===== config.mk =====
export PLATFORM = sky130hd
export DESIGN_NAME = digtal_frame_tx
export DESIGN_NICKNAME = d
export VERILOG_FILES = /design/src/rtl/digtal_frame_tx.sv
export SDC_FILE = /design/constraint.sdc
export NUM_CORES = 1
export LEC_CHECK = 0
export ABC_AREA = 1
export ABC_CLOCK_PERIOD_IN_PS = 4110
export BUFFER_PORTS_ARGS = -buffer_cell sky130_fd_sc_hd__buf_4
export CAP_MARGIN = 5
export CORE_MARGIN = 8
export CORE_UTILIZATION = 40
export CTS_CLUSTER_SIZE = 20
export DETAILED_ROUTE_END_ITERATION = 6
export GPL_TIMING_DRIVEN = 0
export PLACE_DENSITY_LB_ADDON = 0.12
export SETUP_SLACK_MARGIN = 0.4
export SLEW_MARGIN = 20
export SYNTH_ARGS = -nofsm -noshare
export SYNTH_HDL_FRONTEND = slang
export SYNTH_SLANG_ARGS = --single-unit

===== constraint.sdc =====
create_clock -name Clock_29491200Hz -period 4.11 [get_ports Clock_29491200Hz]
set_input_delay 0.411 -clock Clock_29491200Hz [delete_from_list [all_inputs] [get_ports Clock_29491200Hz]]
set_output_delay 0.411 -clock Clock_29491200Hz [all_outputs]
set_load 0.05 [all_outputs]

===== src/rtl/digtal_frame_tx.sv =====
// digtal_frame_tx
// ---------------
// Serial frame source for the digital receive/buffer chain. It sends 8N1 UART
// bytes at BAUD_Digtal and frames every group of Frame_Length bytes with an
// active-low chip select. Lead_Bits idle bit-times come before the first start
// bit and Trail_Bits idle bit-times follow the last stop bit. Bytes come from an
// upstream source over a valid/ready handshake, one byte per WAIT visit.
//
// Ports
//   Clock_29491200Hz  in   sole clock, rising edge
//   RST_n             in   synchronous active-low reset
//   Frame_Start       in   single-cycle frame request, honoured only in IDLE
//   Tx_Data[7:0]      in   byte to send
//   Tx_Valid          in   Tx_Data is valid
//   Tx_Ready          out  byte accepted on Tx_Valid && Tx_Ready (WAIT only)
//   Tx_Digtal         out  serial line, idle/mark = 1
//   CS_Digtal         out  active-low frame enable
//   Busy              out  high whenever the state is not IDLE
//   Frame_Done        out  one-cycle pulse on the first cycle back in IDLE
//   Underrun          out  sticky: a byte was due while Tx_Valid was low
module digtal_frame_tx #(
  parameter int CLOCK_Frequency = 29491200,
  parameter int BAUD_Digtal     = 921600,
  parameter int Frame_Length    = 256,
  parameter int Lead_Bits       = 2,
  parameter int Trail_Bits      = 2
) (
  input  logic       Clock_29491200Hz,
  input  logic       RST_n,
  input  logic       Frame_Start,
  input  logic [7:0] Tx_Data,
  input  logic       Tx_Valid,
  output logic       Tx_Ready,
  output logic       Tx_Digtal,
  output logic       CS_Digtal,
  output logic       Busy,
  output logic       Frame_Done,
  output logic       Underrun
);

  localparam int          BIT_DIV    = CLOCK_Frequency / BAUD_Digtal;
  localparam logic [15:0] BIT_LAST   = 16'(BIT_DIV - 1);
  localparam logic [15:0] FRAME_LEN  = 16'(Frame_Length);
  localparam logic [7:0]  LEAD_LAST  = 8'(Lead_Bits - 1);
  localparam logic [7:0]  TRAIL_LAST = 8'(Trail_Bits - 1);

  // Reject configurations that cannot produce jitter-free bit timing.
  if ((BIT_DIV < 4) || (BIT_DIV * BAUD_Digtal != CLOCK_Frequency)) begin : g_bad_div
    $error("digtal_frame_tx: CLOCK_Frequency/BAUD_Digtal must be an integer >= 4");
  end
  if ((Frame_Length < 1) || (Frame_Length > 65535)) begin : g_bad_len
    $error("digtal_frame_tx: Frame_Length must be 1..65535");
  end
  if ((Lead_Bits < 0) || (Lead_Bits > 255) || (Trail_Bits < 0) || (Trail_Bits > 255)) begin : g_bad_pad
    $error("digtal_frame_tx: Lead_Bits/Trail_Bits must be 0..255");
  end

  typedef enum logic [2:0] {
    S_IDLE,
    S_LEAD,
    S_WAIT,
    S_START,
    S_DATA,
    S_STOP,
    S_TRAIL
  } state_t;

  state_t      state;
  logic [15:0] bit_cnt;
  logic [2:0]  bit_idx;
  logic [15:0] byte_cnt;
  logic [7:0]  pad_cnt;
  logic [7:0]  shreg;
  logic        bit_end;
  logic        hs;

  assign bit_end = (bit_cnt == BIT_LAST);
  assign hs      = Tx_Valid && Tx_Ready;

  // Shift register holds payload only, so it carries no reset. It loads on the
  // handshake and shifts right at the end of the start bit and of each data bit,
  // keeping the next bit to transmit in shreg[0].
  always_ff @(posedge Clock_29491200Hz) begin
    if (hs) begin
      shreg <= Tx_Data;
    end else if (((state == S_START) || (state == S_DATA)) && bit_end) begin
      shreg <= {1'b0, shreg[7:1]};
    end
  end

  // Control FSM. All outputs are registered and change together with the
  // state, so the line level always belongs to the state being entered.
  always_ff @(posedge Clock_29491200Hz) begin
    if (!RST_n) begin
      state      <= S_IDLE;
      bit_cnt    <= '0;
      bit_idx    <= '0;
      byte_cnt   <= '0;
      pad_cnt    <= '0;
      Tx_Ready   <= 1'b0;
      Tx_Digtal  <= 1'b1;
      CS_Digtal  <= 1'b1;
      Busy       <= 1'b0;
      Frame_Done <= 1'b0;
      Underrun   <= 1'b0;
    end else begin
      Frame_Done <= 1'b0;
      case (state)
        S_IDLE: begin
          if (Frame_Start) begin
            Underrun  <= 1'b0;
            byte_cnt  <= '0;
            bit_cnt   <= '0;
            pad_cnt   <= '0;
            CS_Digtal <= 1'b0;
            Busy      <= 1'b1;
            if (Lead_Bits == 0) begin
              state    <= S_WAIT;
              Tx_Ready <= 1'b1;
            end else begin
              state <= S_LEAD;
            end
          end
        end

        S_LEAD: begin
          if (bit_end) begin
            bit_cnt <= '0;
            if (pad_cnt == LEAD_LAST) begin
              pad_cnt  <= '0;
              state    <= S_WAIT;
              Tx_Ready <= 1'b1;
            end else begin
              pad_cnt <= pad_cnt + 8'd1;
            end
          end else begin
            bit_cnt <= bit_cnt + 16'd1;
          end
        end

        // Waits indefinitely for data; every starved cycle marks an underrun.
        S_WAIT: begin
          if (hs) begin
            byte_cnt  <= byte_cnt + 16'd1;
            bit_cnt   <= '0;
            Tx_Ready  <= 1'b0;
            Tx_Digtal <= 1'b0;
            state     <= S_START;
          end else begin
            Underrun <= 1'b1;
          end
        end

        S_START: begin
          if (bit_end) begin
            bit_cnt   <= '0;
            bit_idx   <= '0;
            Tx_Digtal <= shreg[0];
            state     <= S_DATA;
          end else begin
            bit_cnt <= bit_cnt + 16'd1;
          end
        end

        S_DATA: begin
          if (bit_end) begin
            bit_cnt <= '0;
            if (bit_idx == 3'd7) begin
              Tx_Digtal <= 1'b1;
              state     <= S_STOP;
            end else begin
              bit_idx   <= bit_idx + 3'd1;
              Tx_Digtal <= shreg[0];
            end
          end else begin
            bit_cnt <= bit_cnt + 16'd1;
          end
        end

        S_STOP: begin
          if (bit_end) begin
            bit_cnt <= '0;
            if (byte_cnt < FRAME_LEN) begin
              state    <= S_WAIT;
              Tx_Ready <= 1'b1;
            end else if (Trail_Bits == 0) begin
              state      <= S_IDLE;
              CS_Digtal  <= 1'b1;
              Busy       <= 1'b0;
              Frame_Done <= 1'b1;
            end else begin
              pad_cnt <= '0;
              state   <= S_TRAIL;
            end
          end else begin
            bit_cnt <= bit_cnt + 16'd1;
          end
        end

        S_TRAIL: begin
          if (bit_end) begin
            bit_cnt <= '0;
            if (pad_cnt == TRAIL_LAST) begin
              pad_cnt    <= '0;
              state      <= S_IDLE;
              CS_Digtal  <= 1'b1;
              Busy       <= 1'b0;
              Frame_Done <= 1'b1;
            end else begin
              pad_cnt <= pad_cnt + 8'd1;
            end
          end else begin
            bit_cnt <= bit_cnt + 16'd1;
          end
        end

        default: begin
          state     <= S_IDLE;
          Tx_Ready  <= 1'b0;
          Tx_Digtal <= 1'b1;
          CS_Digtal <= 1'b1;
          Busy      <= 1'b0;
        end
      endcase
    end
  end

endmodule


==> run_results.csv <==
group,metric,value,unit
run,drv_cap,0,
worst_setup_path,cp.arrival,1.84,ns
drt,via_count,2995,
drt,drc_errors,0,
clocking,clk_latency,0.34,ns
grt,grt_max_degree,11,
placement,io_buffers,16,
grt,globalRouteMet3Util,2.575,%
timing,rsz0062_at_grt,"no",
logic_synthesis,synth_ff_type,"dfxtp_1",
timing,setup_tns,0,ns
timing,maxSlewViolCount,0,
logic_synthesis,ys_warn_count,0,
worst_hold_path,hp-start,"Tx_Data[4]",
drt,drtIter0Drc,85,
floorplanning,dieWidth,107.9,um
floorplanning,dieArea,0.01164,sq mm
timing,hold_viol,0,
pwr,p_leak,1.662,nW
timing,fmax,0.5460,GHz
drt,wire_per_inst,11.52,um
status,outcome,"finished, final reports clean",
clocking,cts_buffers,9,
timing,setup_viol,0,
worst_setup_path,r2r_slack,2.28,ns
clocking,cts_resized,0,
worst_setup_path,reg2reg_to,"shreg[7]",
timing,min_period_over_period,44.56,%
worst_setup_path,start_kind,"register",
clocking,cts_hold_buf,0,
final_layout,antenna_cells,0,
final_layout,fin_util,46.67,%
clocking,clk_pin_slew,0.07,ns
pwr,ir_worst_vdd,248.9,uV
worst_setup_path,required,4.12,ns
logic_synthesis,syn_avg_cell_area,6.880,sq um
grt,antenna_found_initial,0,
logic_synthesis,synth.top_cell.area_share,30.81,%
logic_synthesis,synth_cells,491,
floorplanning,rows,33,
drt,drt_pass1_iterations,4,
logic_synthesis,syn_area,0.003378,sq mm
grt,globalRouteMet2Util,20.31,%
worst_setup_path,r2r-start,"bit_cnt[0]",
worst_setup_path,critical_path_class,"reg2reg",
timing,relSlewSlack,61.46,%
drt,vias_per_cell,4.769,
worst_setup_path,crit_path_end,"shreg[7]",
clocking,cts.sinks,60,
timing,fin_skew,0.007942,ns
worst_setup_path,critPathMaxFanout,8,
logic_synthesis,synth.most_common_cell,"nand2_1",
worst_setup_path,crit_path_start,"bit_cnt[0]",
clocking,h-tree-depth,3,
final_layout,area_delta_synth_final,13.52,%
grt,global_route.usage.met1,17.80,%
grt,grt_overflow_total,0,
pwr,cellPowerDensity,520.7,mW/mm^2
logic_synthesis,synth.distinct_cells,39,
worst_hold_path,min_path_type,"in2reg",
logic_synthesis,ys_top_cells_by_count,"122 x nand2_1, 80 x nor2_1, 55 x inv_1",
logic_synthesis,synth-edff-count,8,
clocking,postCtsSetupBuffers,0,
floorplanning,initial_core_util,41.11,%
logic_synthesis,yosysTopAreaCell,"dfxtp_1",
final_layout,nets,536,
clocking,cts_tree,"built",
drt,drt-total-wl,7234,um
logic_synthesis,synthTopCellsByArea,"dfxtp_1 31%, nand2_1 14%, nor2_1 8.9%",
clocking,clockBufferDepth,2,
grt,grt_pass1_vias,2833,
floorplanning,ioPinCount,18,
logic_synthesis,ys_seq_elements,60,
timing,fin_crit,1.831,ns
floorplanning,fp.dieH,107.9,um
worst_setup_path,ff2ff_path_depth,7,
clocking,root_buffer,"clkbuf_8",
placement,place_hpwl,5370,um
worst_setup_path,end_kind,"register",
logic_synthesis,syn_nets,509,
placement,gp_congestion,0.8271,
grt,track_usage,13.40,%
grt,grt.busiest_layer,"met2",
logic_synthesis,seq_area_frac_synth,37.93,%
floorplanning,core_area,0.008217,sq mm
timing,worst_pin_slew,0.5781,ns
logic_synthesis,async_reset_ff_share,0,%
final_layout,drive_gt1_share,17.02,%
drt,antenna_left,0,
grt,grt_pass1_wl,12620,um
## cell type report
class | instances | area [sq um]
clock inverters | 7 | 81.33
inverters | 65 | 252.7
fillers | 869 | 4382
plain buffers | 9 | 58.81
repair buffers | 16 | 120.1
multi-input cells | 357 | 1785
well taps | 105 | 131.4
flip-flops and latches | 60 | 1281
clock buffers | 9 | 123.9
## per-layer routing
| metal | part of all wire [%] | up-vias |
|---|---|---|
| li1 | - | 1625 |
| met1 | 52 | 1334 |
| met2 | 44 | 23 |
| met3 | 2.1 | 13 |
| met4 | 1.8 | 0 |
| met5 | 0 | - |
## stage by stage
stage	area (sq um)	setup WS (ns)	std cells	hold WS, ns	power, W
global route	3835	2.048	628	0.3320	0.002135
detailed placement	3630	2.248	612	0.4579	0.001444
global placement	3630	2.276	612	0.4560	0.001440
finish	3835	2.279	628	0.3295	0.001997
CTS	3835	2.231	628	0.3104	0.002025
floorplan	3378	2.410	491	0.4321	0.001276
## worst max-delay path, stage by stage (launching register included)
cell     delay [ns]
dfxtp_1        0.37
ha_1           0.19
nand2_1        0.07
inv_2          0.08
nand2_1        0.08
nor4_1         0.28
nand2_1        0.13
nand2_1        0.30
## flip-flops by register name, indices dropped and copies added (netlist names)
register    count
shreg           8
Underrun        1
Frame_Done      1
byte_cnt       16
state           3
Tx_Digtal       1
bit_idx         3
bit_cnt        16
Tx_Ready        1
pad_cnt         8
Busy            1
CS_Digtal       1
## report_power, final
| group | switching, W | total, W | internal [W] |
|---|---|---|---|
| sequential | 0.0000371 | 0.000685 | 0.000648 |
| combinational | 0.000511 | 0.000743 | 0.000232 |
| clock | 0.000236 | 0.000569 | 0.000333 |
| total | 0.000784 | 0.00200 | 0.00121 |
## cells in the final DEF, fill, tap and decap left out, types with 2 or more instances in the layout
cell	n
nand2_1	122
nor2_1	80
inv_1	55
dfxtp_1	52
a21oi_1	35
nand3_1	21
buf_4	17
nand2_2	15
o21ai_0	15
clkbuf_8	9
edfxtp_1	8
inv_2	7
o21ai_1	7
nor3_1	7
nand4_1	6
ha_1	6
buf_2	5
nor2_2	5
nor3_2	5
nand2_4	4
nor3b_2	4
nor3b_1	3
nor2_4	3
clkinv_2	3
o211ai_1	3
clkinv_1	3
nor4_1	2
buf_6	2
nand3_4	2
and3_1	2
a21oi_2	2
o21bai_1	2
bufinv_16	2
## cells by family (layout without fill, tap and decap cells)
logic type                 Yosys count  after routing  synth area share (%)
xor gates and xnor gates             1              1                0.2593
buffers and inverters               74            106                 9.222
AOI/OAI and AO/OA                   67             67                 10.85
DFF                                 60             60                 37.93
and+or+nand+nor                    283            283                 39.52
adders and majority gates            6              6                 2.222
## worst min-delay path by stage
stage                     slack (ns)  cells past startpoint         end
after CTS                       0.31                      3    shreg[4]
after floorplan                 0.43                      1  bit_idx[0]
after global placement          0.46                      1  bit_idx[0]
final                           0.33                      3    shreg[4]
after global routing            0.33                      3    shreg[6]
after detailed placement        0.46                      2        Busy
Power figures use the tool's default switching activity.
